`config.mk`:
```
export PLATFORM = sky130hd
export DESIGN_NAME = serial_adder_ctrl
export DESIGN_NICKNAME = d
export VERILOG_FILES = /design/src/rtl/serial_adder_ctrl.sv
export SDC_FILE = /design/constraint.sdc
export NUM_CORES = 1
export LEC_CHECK = 0
export CAP_MARGIN = 15
export CORE_ASPECT_RATIO = 0.5
export CORE_MARGIN = 2
export CORE_UTILIZATION = 50
export DETAILED_ROUTE_END_ITERATION = 7
export GPL_TIMING_DRIVEN = 1
export PLACE_DENSITY = 0.82
export SYNTH_ARGS = -nofsm -noshare
export SYNTH_HDL_FRONTEND = slang
export SYNTH_SLANG_ARGS = --single-unit
```
`constraint.sdc`:
```
create_clock -name clk -period 3.51 [get_ports clk]
set_clock_uncertainty 0.1 [all_clocks]
set_input_delay 0.702 -clock clk [delete_from_list [all_inputs] [get_ports clk]]
set_output_delay 0.702 -clock clk [all_outputs]
set_load 0.1 [all_outputs]
```
`src/rtl/serial_adder_ctrl.sv`:
```
// Bit-serial add/subtract controller driving one external full_adder cell,
// LSB first over WIDTH cycles, with valid/ready handshakes on both sides.
module serial_adder_ctrl #(
    parameter int WIDTH = 8
) (
    input  logic             clk,
    input  logic             rst_n,
    input  logic             in_valid,
    output logic             in_ready,
    input  logic [WIDTH-1:0] op_a,
    input  logic [WIDTH-1:0] op_b,
    input  logic             sub,
    output logic             out_valid,
    input  logic             out_ready,
    output logic [WIDTH-1:0] result,
    output logic             carry_out,
    output logic             overflow,
    output logic             busy,
    output logic             fa_a,
    output logic             fa_b,
    output logic             fa_cin,
    input  logic             fa_sum,
    input  logic             fa_cout
);
    localparam int CNT_W = $clog2(WIDTH);
    localparam logic [CNT_W-1:0] CNT_LAST = CNT_W'(WIDTH - 1);

    typedef enum logic [1:0] {S_IDLE, S_RUN, S_DONE} state_t;

    state_t           r_state;
    state_t           w_next;
    logic [WIDTH-1:0] r_a;
    logic [WIDTH-1:0] r_b;
    logic [WIDTH-1:0] r_result;
    logic             r_carry;
    logic             r_carry_out;
    logic             r_overflow;
    logic [CNT_W-1:0] r_cnt;
    logic             w_accept;
    logic             w_last;

    assign w_accept  = in_valid & in_ready;
    assign w_last    = (r_cnt == CNT_LAST);
    assign result    = r_result;
    assign carry_out = r_carry_out;
    assign overflow  = r_overflow;

    always_ff @(posedge clk or negedge rst_n) begin
        if (!rst_n) begin
            r_state <= S_IDLE;
        end else begin
            r_state <= w_next;
        end
    end

    always_comb begin
        w_next    = r_state;
        in_ready  = 1'b0;
        out_valid = 1'b0;
        busy      = 1'b0;
        fa_a      = 1'b0;
        fa_b      = 1'b0;
        fa_cin    = 1'b0;
        case (r_state)
            S_IDLE: begin
                in_ready = 1'b1;
                if (in_valid) w_next = S_RUN;
            end
            S_RUN: begin
                busy   = 1'b1;
                fa_a   = r_a[0];
                fa_b   = r_b[0];
                fa_cin = r_carry;
                if (w_last) w_next = S_DONE;
            end
            S_DONE: begin
                busy      = 1'b1;
                out_valid = 1'b1;
                if (out_ready) w_next = S_IDLE;
            end
            default: w_next = S_IDLE;
        endcase
    end

    // Subtraction is A + ~B + 1: the +1 enters as the initial carry.
    always_ff @(posedge clk or negedge rst_n) begin
        if (!rst_n) begin
            r_a         <= '0;
            r_b         <= '0;
            r_result    <= '0;
            r_carry     <= 1'b0;
            r_carry_out <= 1'b0;
            r_overflow  <= 1'b0;
            r_cnt       <= '0;
        end else begin
            case (r_state)
                S_IDLE: begin
                    if (w_accept) begin
                        r_a     <= op_a;
                        r_b     <= sub ? ~op_b : op_b;
                        r_carry <= sub;
                        r_cnt   <= '0;
                    end
                end
                S_RUN: begin
                    r_a      <= r_a >> 1;
                    r_b      <= r_b >> 1;
                    r_result <= {fa_sum, r_result[WIDTH-1:1]};
                    r_carry  <= fa_cout;
                    if (w_last) begin
                        r_carry_out <= fa_cout;
                        // carry into the MSB differs from carry out of it
                        r_overflow  <= r_carry ^ fa_cout;
                    end else begin
                        r_cnt <= r_cnt + 1'b1;
                    end
                end
                default: ;
            endcase
        end
    end
endmodule

```
Yosys cells after proc, flatten, opt, wreduce, memory -nomap -nowiden:

Index checks and enable logic that the tools add are counted.

* bits of input ports: 23
* register bits: 32

* $add $sub $neg: 1
* equality and inequality tests: 8
* reduce and logical (&&, ||, !) cells: 7
* mux-type cells: 20
* bitwise operators: 3

Operators with widths (count)
* 8-bit one-hot mux with 2 select lines: 2
* 8-bit 2-to-1 mux: 3
* 2-bit inequality test, second input constant: 5
* 8-bit NOT: 1
* 1-bit 2-to-1 mux: 7
* 2-bit 2-to-1 mux: 3
* 3-bit 2-to-1 mux: 2
* 2-bit one-hot mux with 3 select lines: 1
* 3-bit one-hot mux with 2 select lines: 1
* 3-bit AND reduction: 2
* 2-bit AND reduction: 2
* 3-bit by 1-bit adder with 3-bit output, second input constant: 1
* 3-bit == test, second input constant: 1
* 2-bit by 1-bit == test with 1-bit output, second input constant: 1
* 2-bit == test, second input constant: 1
* 2-bit zero test: 1
* 1-bit one-hot mux with 2 select lines: 1
* 2-bit nonzero test: 1
* 2-bit OR reduction: 1
* 1-bit bitwise AND: 1
* 1-bit bitwise XOR: 1

Depth between registers and ports, before layout:

Gate-level depths: netlist of run 1.

* depth after elaboration: 5
* mapped depth: 7
* depth with buffers taken out: 5

Worst setup path before layout of run 1:

OpenSTA, ideal clock, no wires.

* path kind: reg-to-output
* start: register r_state[1]
* end: output fa_a
* data arrival time: 1.692 ns
* data required time: 2.708 ns
* slack: 1.016 ns
* cell stages (with the launch flop): 6
* buffers on the path: 2
* path through: dfrtp_1 > inv_1 > ha_1 > buf_4 > buf_2 > and2_1

* cells in the longest elaborated chain, start to end: 2

RTL lines
* start: declaration: RTL line 30 `state_t r_state;`
* start signal: assignment: RTL line 52 `r_state <= w_next;`
* 2-bit by 1-bit == test with 1-bit output: RTL line 64 `case (r_state)`
* 1-bit 2-to-1 mux: RTL line 64
* end: declaration: RTL line 19 `output logic fa_a,`

Every way passes these cells.

Worst setup path in the final report of run 1:

Same ends and word-level chain as after synthesis.

==> results of run 1 <==
## final cells by class
type	count	area (um^2)
tap	40	50.0
inverter	4	15.0
sequential	32	801
clock buffer	6	82.6
clock inverter	2	10.0
timing repair buffer	41	388
fill	238	941
multi-input combinational	97	743
## layout by cell type (no fill, tap or decap), types with 4 or more instances in the layout
cell type and count:
mux2_1 11, clkbuf_8 6, dfrtp_1 32, xor2_1 7, o21ai_1 16, ha_1 5
o21ai_0 4, buf_4 9, nand2_1 22, clkdlybuf4s50_1 32, mux2i_1 15
## state kept, by name (all words and copies together), names as in the netlist
name and count:
r_cnt 3, overflow 1, r_carry 1, r_a 8, r_state 2, carry_out 1, r_b 8, result 8
## metrics by stage
step | instances | hold WS, ns
after global placement | 214 | 0.361
after detailed placement | 214 | 0.367
after CTS | 222 | 0.383
after floorplan | 141 | 0.306
final | 222 | 0.381
after global routing | 222 | 0.410
## metal layers
metal	up-vias	global-route usage	wire [um]	share of wire
li1	555	-	-	-
met1	519	0.211	1340	0.47
met2	22	0.297	1380	0.48
met3	6	0.0448	103	0.036
met4	0	0.0871	44	0.015
met5	-	0	0	0
## worst max path at each step
stage / from / to / slack (ns)
2_1_floorplan: r_state[1]$_DFFE_PN0P_ / fa_a / 1.02
3_3_place_gp: in_valid / r_a[4]$_DFFE_PN0P_ / 1.21
3_5_place_dp: in_valid / r_a[2]$_DFFE_PN0P_ / 1.18
4_1_cts: r_state[1]$_DFFE_PN0P_ / fa_a / 0.87
5_1_grt: r_state[1]$_DFFE_PN0P_ / fa_a / 0.78
6_report: r_state[1]$_DFFE_PN0P_ / fa_a / 0.88
## cell usage after synthesis
cell type / number
nand2b_1: 1
buf_2: 5
and2b_4: 1
ha_1: 6
inv_1: 3
o21ai_1: 16
and2_1: 3
a221oi_2: 1
xor2_1: 7
mux2_1: 11
buf_4: 3
nand2b_2: 2
mux2i_4: 1
a22o_1: 3
or2_2: 1
o31ai_1: 1
inv_2: 1
nand2_1: 22
mux2i_1: 15
xnor2_1: 2
o21ai_0: 4
dfrtp_1: 32
## worst max-delay path, cell delays in order, from the launching register on
cell and delay [ns]:
dfrtp_1 0.40, inv_1 0.11, ha_2 0.53, and2_1 0.21, buf_4 0.29
## logic make-up (layout without fill, tap and decap cells)
family	count (synthesis)	count (layout)	synth area share
multiplexers	27	27	0.185
XOR/XNOR	9	9	0.0491
flip-flops	32	32	0.499
AND/OR/NAND/NOR	30	30	0.0882
buffers and inverters	12	53	0.0390
adder cells (fa/ha/maj)	6	6	0.0468
AO/OA/AOI/OAI	25	25	0.0928
==> flow_metrics.tcl, run 1 <==
set metrics [dict create \
    grt_pass1_vias 1093 \
    grt_start_max_net_pins 38 \
    synth_nets 170 \
    fin_crit_sh 0.750 \
    holdPathStages 2 \
    clk_pin_slew_ns 0.06 \
    post-place-ws_ns 1.18 \
    initial_core_util 0.529 \
    synth_area_um2 1600 \
    grt_pass1_wl_mm 4.83 \
    dieArea_um2 3700 \
    avgSynthCellArea_um2 11.4 \
    finalHoldViolCount 0 \
    clock_latency_ns 0.29 \
    tns_ns 0 \
    cts_tree "yes" \
    slew_headroom 0.353 \
    fin_crit_ns 2.63 \
    synth_area_leaders "dfrtp_1, mux2i_1, mux2_1" \
    grt_util_all_layers 0.173 \
    design_area_um2 2090 \
    placed_area_um2 2000 \
    ys_types 22 \
    rsz0062_at_grt "no" \
    ff2ff_setup_slack_ns 1.44 \
    antenna_cells 0 \
    crit_required_ns 2.71 \
    rows 14 \
    drtPass1Iterations 4 \
    gp_congestion 0.707 \
    max_freq_mhz 380 \
    drcViolationCount 0 \
    antenna_found_initial 0 \
    core_area_um2 3030 \
    crit_type "flop to output port" \
    htreeDepth 2 \
    setup_viol 0 \
    synth_top_cell_by_area "dfrtp_1" \
    portBuffers 38 \
    fin_nets 210 \
    critPathCaptureType "output port" \
    synth_top_area_frac 0.499 \
    post_cts_resized 0 \
    run_status "finished, final reports clean" \
    die_x_um 84.1 \
    min_from "r_b[7]$_DFFE_PN0P_" \
    ys_seq_elements 32 \
    slew_violations 0 \
    r2r_start "r_state[0]$_DFFE_PN0P_" \
    dp_hpwl_mm 2.02 \
    routed_wl_mm 2.86 \
    cap_violations 0 \
    route.vias.total 1102 \
    io_pins 39 \
    min_to "r_b[7]$_DFFE_PN0P_" \
    cp-start-kind "flop" \
    avgRoutedWirePerCell_um 12.9 \
    numCtsBuffers 5 \
    drt_iter0_drc 63 \
    gr-total-overflow 0 \
    post_cts_buffers 0 \
    area_delta_synth_final_pct 30.3 \
    reg2reg_depth 4 \
    ctsHoldBuffers 0 \
    timing.rr.end "r_a[1]$_DFFE_PN0P_" \
    die_y_um 44.1 \
    path_max_fanout 20 \
    numClockSinks 32 \
    arrival_ns 1.83 \
    final_layout_size_suffix_gt1_frac 0.137 \
    yosysWarnings 0 \
    tightest_slew_ns 0.967 \
    min_path_type "flop to flop" \
    fin_util 0.690 \
    ant_nets 0 \
    ys_seq_area_frac 0.499 \
    clock_path_buffers 2 \
    clockRootBuffer "clkbuf_8" \
    vias_per_cell 4.96 \
    syn_inst 141 \
    setup_slack_ns 0.879 \
]
Power of run 1 is left out: the tool's default activity adds up to more than one toggle a clock period on the data nets, which glitch-free logic cannot reach.
==> run 2, diff against run 1 <==
--- a/config.mk
+++ b/config.mk
@@ -8,10 +8,10 @@
 export CAP_MARGIN = 15
 export CORE_ASPECT_RATIO = 0.5
 export CORE_MARGIN = 2
-export CORE_UTILIZATION = 50
+export CORE_UTILIZATION = 44
 export DETAILED_ROUTE_END_ITERATION = 7
 export GPL_TIMING_DRIVEN = 1
-export PLACE_DENSITY = 0.82
+export PLACE_DENSITY = 0.76
 export SYNTH_ARGS = -nofsm -noshare
 export SYNTH_HDL_FRONTEND = slang
 export SYNTH_SLANG_ARGS = --single-unit
==> constraint.sdc (replaced) <==
create_clock -name clk -period 2.4 [get_ports clk]
set_clock_uncertainty 0.1 [all_clocks]
set_input_delay 0.48 -clock clk [delete_from_list [all_inputs] [get_ports clk]]
set_output_delay 0.48 -clock clk [all_outputs]
set_load 0.1 [all_outputs]
==> run 2 against run 1 <==
Effect of this change: global-route usage decreased by 1.8 points; sequential cell count unchanged; cell count increased by 5.9%; worst hold slack got worse by 0.0038 ns; critical path depth unchanged; first-iteration DRC count decreased by 57%; critical path type unchanged; highest routed layer unchanged.
==> flow_metrics.tcl, run 2 (synthesized netlist as in run 1, its figures left out) <==
set metrics [dict create \
    antenna_found_initial 0 \
    io_pins 39 \
    drtPass1Iterations 2 \
    design_area_um2 2190 \
    fin_crit_sh 0.911 \
    min_from "r_b[7]$_DFFE_PN0P_" \
    rsz0062_at_grt "no" \
    ctsHoldBuffers 0 \
    final_layout_size_suffix_gt1_frac 0.201 \
    max_freq_mhz 457 \
    fin_crit_ns 2.19 \
    run_status "finished, final reports clean" \
    route.vias.total 1105 \
    clk_pin_slew_ns 0.07 \
    core_area_um2 3450 \
    drt_iter0_drc 27 \
    cap_violations 0 \
    slew_violations 0 \
    initial_core_util 0.464 \
    ant_nets 0 \
    grt_pass1_wl_mm 4.60 \
    post_cts_buffers 0 \
    clock_latency_ns 0.29 \
    drcViolationCount 0 \
    min_path_type "flop to flop" \
    tns_ns 0 \
    clockRootBuffer "clkbuf_8" \
    numCtsBuffers 5 \
    grt_util_all_layers 0.155 \
    post_cts_resized 0 \
    routed_wl_mm 2.73 \
    finalHoldViolCount 0 \
    grt_pass1_vias 1049 \
    arrival_ns 1.61 \
    final_cell_mix "dfrtp_1, nand2_1, clkdlybuf4s50_1, o21ai_1" \
    gp_congestion 0.706 \
    antenna_cells 0 \
    cp-startpoint "r_state[1]$_DFFE_PN0P_" \
    crit_type "flop to output port" \
    fin_nets 212 \
    dp_hpwl_mm 1.99 \
    die_y_um 46.7 \
    cts_tree "yes" \
    grt_start_max_net_pins 33 \
    r2r_start "r_state[0]$_DFFE_PN0P_" \
    rows 15 \
    tightest_slew_ns 0.514 \
    crit_required_ns 1.82 \
    vias_per_cell 4.70 \
    portBuffers 38 \
    setup_viol 0 \
    die_x_um 89.4 \
    clock_path_buffers 2 \
    final_common_cell "dfrtp_1" \
    path_max_fanout 14 \
    dieArea_um2 4170 \
    gr-total-overflow 0 \
    critPathCaptureType "output port" \
    htreeDepth 2 \
    slew_headroom 0.650 \
    cp-start-kind "flop" \
    area_delta_synth_final_pct 36.3 \
    placed_area_um2 2080 \
    numClockSinks 32 \
    avgRoutedWirePerCell_um 11.6 \
]
[run 2: cell types whose count changed in the layout (fill, tap and decap cells not counted)]
cell,delta
clkinv_2,-1
clkdlybuf4s50_1,-10
buf_4,+6
buf_12,+6
clkbuf_8,-1
clkinvlp_4,+1
bufinv_16,+1
[run 2: layer usage]
metal / track usage / part of all wire / vias to the layer above
li1: - / - / 564
met4: 0.0716 / 0.016 / 0
met3: 0.0502 / 0.047 / 8
met5: 0 / 0 / -
met1: 0.188 / 0.46 / 516
met2: 0.256 / 0.47 / 17
[run 2: critical path, cell delays in order (launching register included)]
cell and delay, ns:
dfrtp_1 0.40, inv_1 0.10, ha_2 0.40, and2_1 0.24, buf_12 0.18
[run 2: stage by stage]
| step | cells | hold slack [ns] | util | setup slack (ns) |
|---|---|---|---|---|
| 3_5_place_dp | 227 | 0.366 | 0.601 | 0.346 |
| 3_3_place_gp | 227 | 0.361 | 0.601 | 0.395 |
| 5_1_grt | 235 | 0.403 | 0.633 | 0.126 |
| 4_1_cts | 235 | 0.382 | 0.633 | 0.189 |
| 2_1_floorplan | 141 | 0.0844 | - | 0.0546 |
| 6_report | 235 | 0.378 | 0.633 | 0.214 |
[run 2: cell type report]
cell class                 count  area, um^2
fill                         295        1270
tap                           51        63.8
multi-input combinational     97         743
clock buffer                   5        68.8
inverter                       4        15.0
clock inverter                 3        42.5
sequential                    32         801
timing repair buffer          43         453
[run 2: final timing paths]
| kind | to | slack (ns) | cells after the start |
|---|---|---|---|
| max | fa_a | 0.21 | 4 |
| max reg2reg | r_a[1]$_DFFE_PN0P_ | 0.39 | 6 |
| min reg2reg | r_b[7]$_DFFE_PN0P_ | 0.38 | 2 |
| min | r_b[7]$_DFFE_PN0P_ | 0.38 | 2 |
| max in group asynchronous | r_carry$_DFFE_PN0P_ | 1.41 | 2 |
| min in group asynchronous | carry_out$_DFFE_PN0P_ | 0.49 | 2 |
Power of run 2 is left out for the same reason.
==> run 3, diff against run 2 <==
--- a/config.mk
+++ b/config.mk
@@ -7,10 +7,12 @@
 export LEC_CHECK = 0
 export CAP_MARGIN = 15
 export CORE_ASPECT_RATIO = 0.5
-export CORE_MARGIN = 2
+export CORE_MARGIN = 4
 export CORE_UTILIZATION = 44
 export DETAILED_ROUTE_END_ITERATION = 7
+export GPL_ROUTABILITY_DRIVEN = 0
 export GPL_TIMING_DRIVEN = 1
+export MAX_ROUTING_LAYER = met4
 export PLACE_DENSITY = 0.76
 export SYNTH_ARGS = -nofsm -noshare
 export SYNTH_HDL_FRONTEND = slang
==> run 3 against run 2 <==
Effect of this change: clock-buffer cell count is 2 higher; sequential cell count is the same; non-clock buffer count down 1; final area down 1.0%; via count shrank 0.27%; highest routed layer unchanged; wire length is 8.5% higher; die area rose by 13%; first-iteration DRC count down 7.4%; sequential share of layout area is 0.38 points higher; core utilization is 0.99 points lower; critical endpoint is now fa_cin.
==> flow_metrics.tcl, run 3 (synthesized netlist as in run 1, its figures left out) <==
set metrics [dict create \
    min_path_type "flop to flop" \
    die_y_um 50.7 \
    rsz0062_at_grt "no" \
    reg2reg_depth 5 \
    grt_pass1_vias 1055 \
    antenna_cells 0 \
    vias_per_cell 4.73 \
    gr-total-overflow 0 \
    max_freq_mhz 450 \
    tns_ns 0 \
    final_common_cell "dfrtp_1" \
    drt_iter0_drc 25 \
    numClockSinks 32 \
    fin_crit_ns 2.22 \
    drcViolationCount 0 \
    ff2ff_setup_slack_ns 0.48 \
    cp-start-kind "flop" \
    core_area_um2 3470 \
    dieArea_um2 4730 \
    rows 15 \
    avgRoutedWirePerCell_um 12.7 \
    r2r_start "r_state[1]$_DFFE_PN0P_" \
    placed_area_um2 2070 \
    slew_headroom 0.693 \
    final_cell_mix "dfrtp_1, nand2_1, clkdlybuf4s50_1, o21ai_1, mux2i_1" \
    crit_type "flop to output port" \
    clk_pin_slew_ns 0.06 \
    cp_num_buf_inv 2 \
    design_area_um2 2160 \
    clock_latency_ns 0.27 \
    die_x_um 93.4 \
    numCtsBuffers 5 \
    cpPeakStageDelay_ns 0.44 \
    finalHoldViolCount 0 \
    drtPass1Iterations 4 \
    arrival_ns 1.64 \
    post_cts_resized 0 \
    post_cts_buffers 0 \
    htreeDepth 2 \
    cts_tree "yes" \
    min_to "r_b[0]$_DFFE_PN0P_" \
    tightest_slew_ns 0.460 \
    critPathCaptureType "output port" \
    cp-startpoint "r_state[1]$_DFFE_PN0P_" \
    antenna_found_initial 0 \
    dp_hpwl_mm 2.18 \
    clock_path_buffers 2 \
    clockRootBuffer "clkbuf_8" \
    run_status "finished, final reports clean" \
    crit_required_ns 1.82 \
    final_layout_size_suffix_gt1_frac 0.192 \
    io_pins 39 \
    cap_violations 0 \
    path_max_fanout 15 \
    route.vias.total 1102 \
    ant_nets 0 \
    grt_pass1_wl_mm 4.86 \
    min_from "r_b[0]$_DFFE_PN0P_" \
    grt_start_max_net_pins 35 \
    fin_nets 211 \
    holdPathStages 2 \
    grt_util_all_layers 0.139 \
    path_delay_family "adder cells" \
    ctsHoldBuffers 0 \
    fin_crit_sh 0.926 \
    portBuffers 38 \
    cp_slowest_cell "ha_2" \
    slew_violations 0 \
    cp.depth 4 \
    area_delta_synth_final_pct 34.9 \
    routed_wl_mm 2.96 \
    timing.rr.end "carry_out$_DFFE_PN0P_" \
    initial_core_util 0.462 \
    crit_chain "inv_1 -> ha_2 -> and2_1 -> buf_12" \
    setup_viol 0 \
]
run 3: cell count changes in the layout (fill, tap and decap cells not counted):
| cell | before | now |
|---|---|---|
| clkbuf_8 | 5 | 7 |
| buf_4 | 15 | 14 |
| bufinv_16 | 1 | 0 |
| clkinv_2 | 1 | 0 |
| clkinvlp_4 | 1 | 0 |
run 3: worst reg2reg max path: cells and delay by family (launching register included):
kind          cells  cell delay (ns)
buf+inv           2             0.41
simple gates      1             0.12
mux               1             0.33
fa+ha+maj         1             0.44
flops             1             0.40
run 3: metal layers:
layer,vias to the layer above,global-route usage,part of all wire
li1,555,-,-
met1,522,0.162,0.45
met2,21,0.225,0.50
met3,4,0.0434,0.039
met4,0,0.0584,0.013
met5,-,-,0
run 3: layout make-up:
class / count / area (um^2)
timing repair buffer: 42 / 445
fill: 277 / 1310
tap: 51 / 63.8
clock buffer: 7 / 96.3
sequential: 32 / 801
multi-input combinational: 97 / 743
inverter: 4 / 15.0
run 3: worst max path at each step:
stage | to | slack (ns)
2_1_floorplan | r_a[0]$_DFFE_PN0P_ | 0.05
3_3_place_gp | r_state[0]$_DFFE_PN0P_ | 0.39
3_5_place_dp | r_state[0]$_DFFE_PN0P_ | 0.36
4_1_cts | fa_cin | 0.15
5_1_grt | fa_cin | 0.08
6_report | fa_cin | 0.18
run 3: per-stage QoR:
stage,hold WS (ns),utilization,cells,setup slack (ns)
global placement,0.362,0.596,226,0.392
floorplan,0.0844,-,141,0.0546
global route,0.416,0.623,233,0.0806
finish,0.381,0.623,233,0.177
detailed placement,0.371,0.596,226,0.359
CTS,0.385,0.623,233,0.149
Power of run 3 is left out for the same reason.
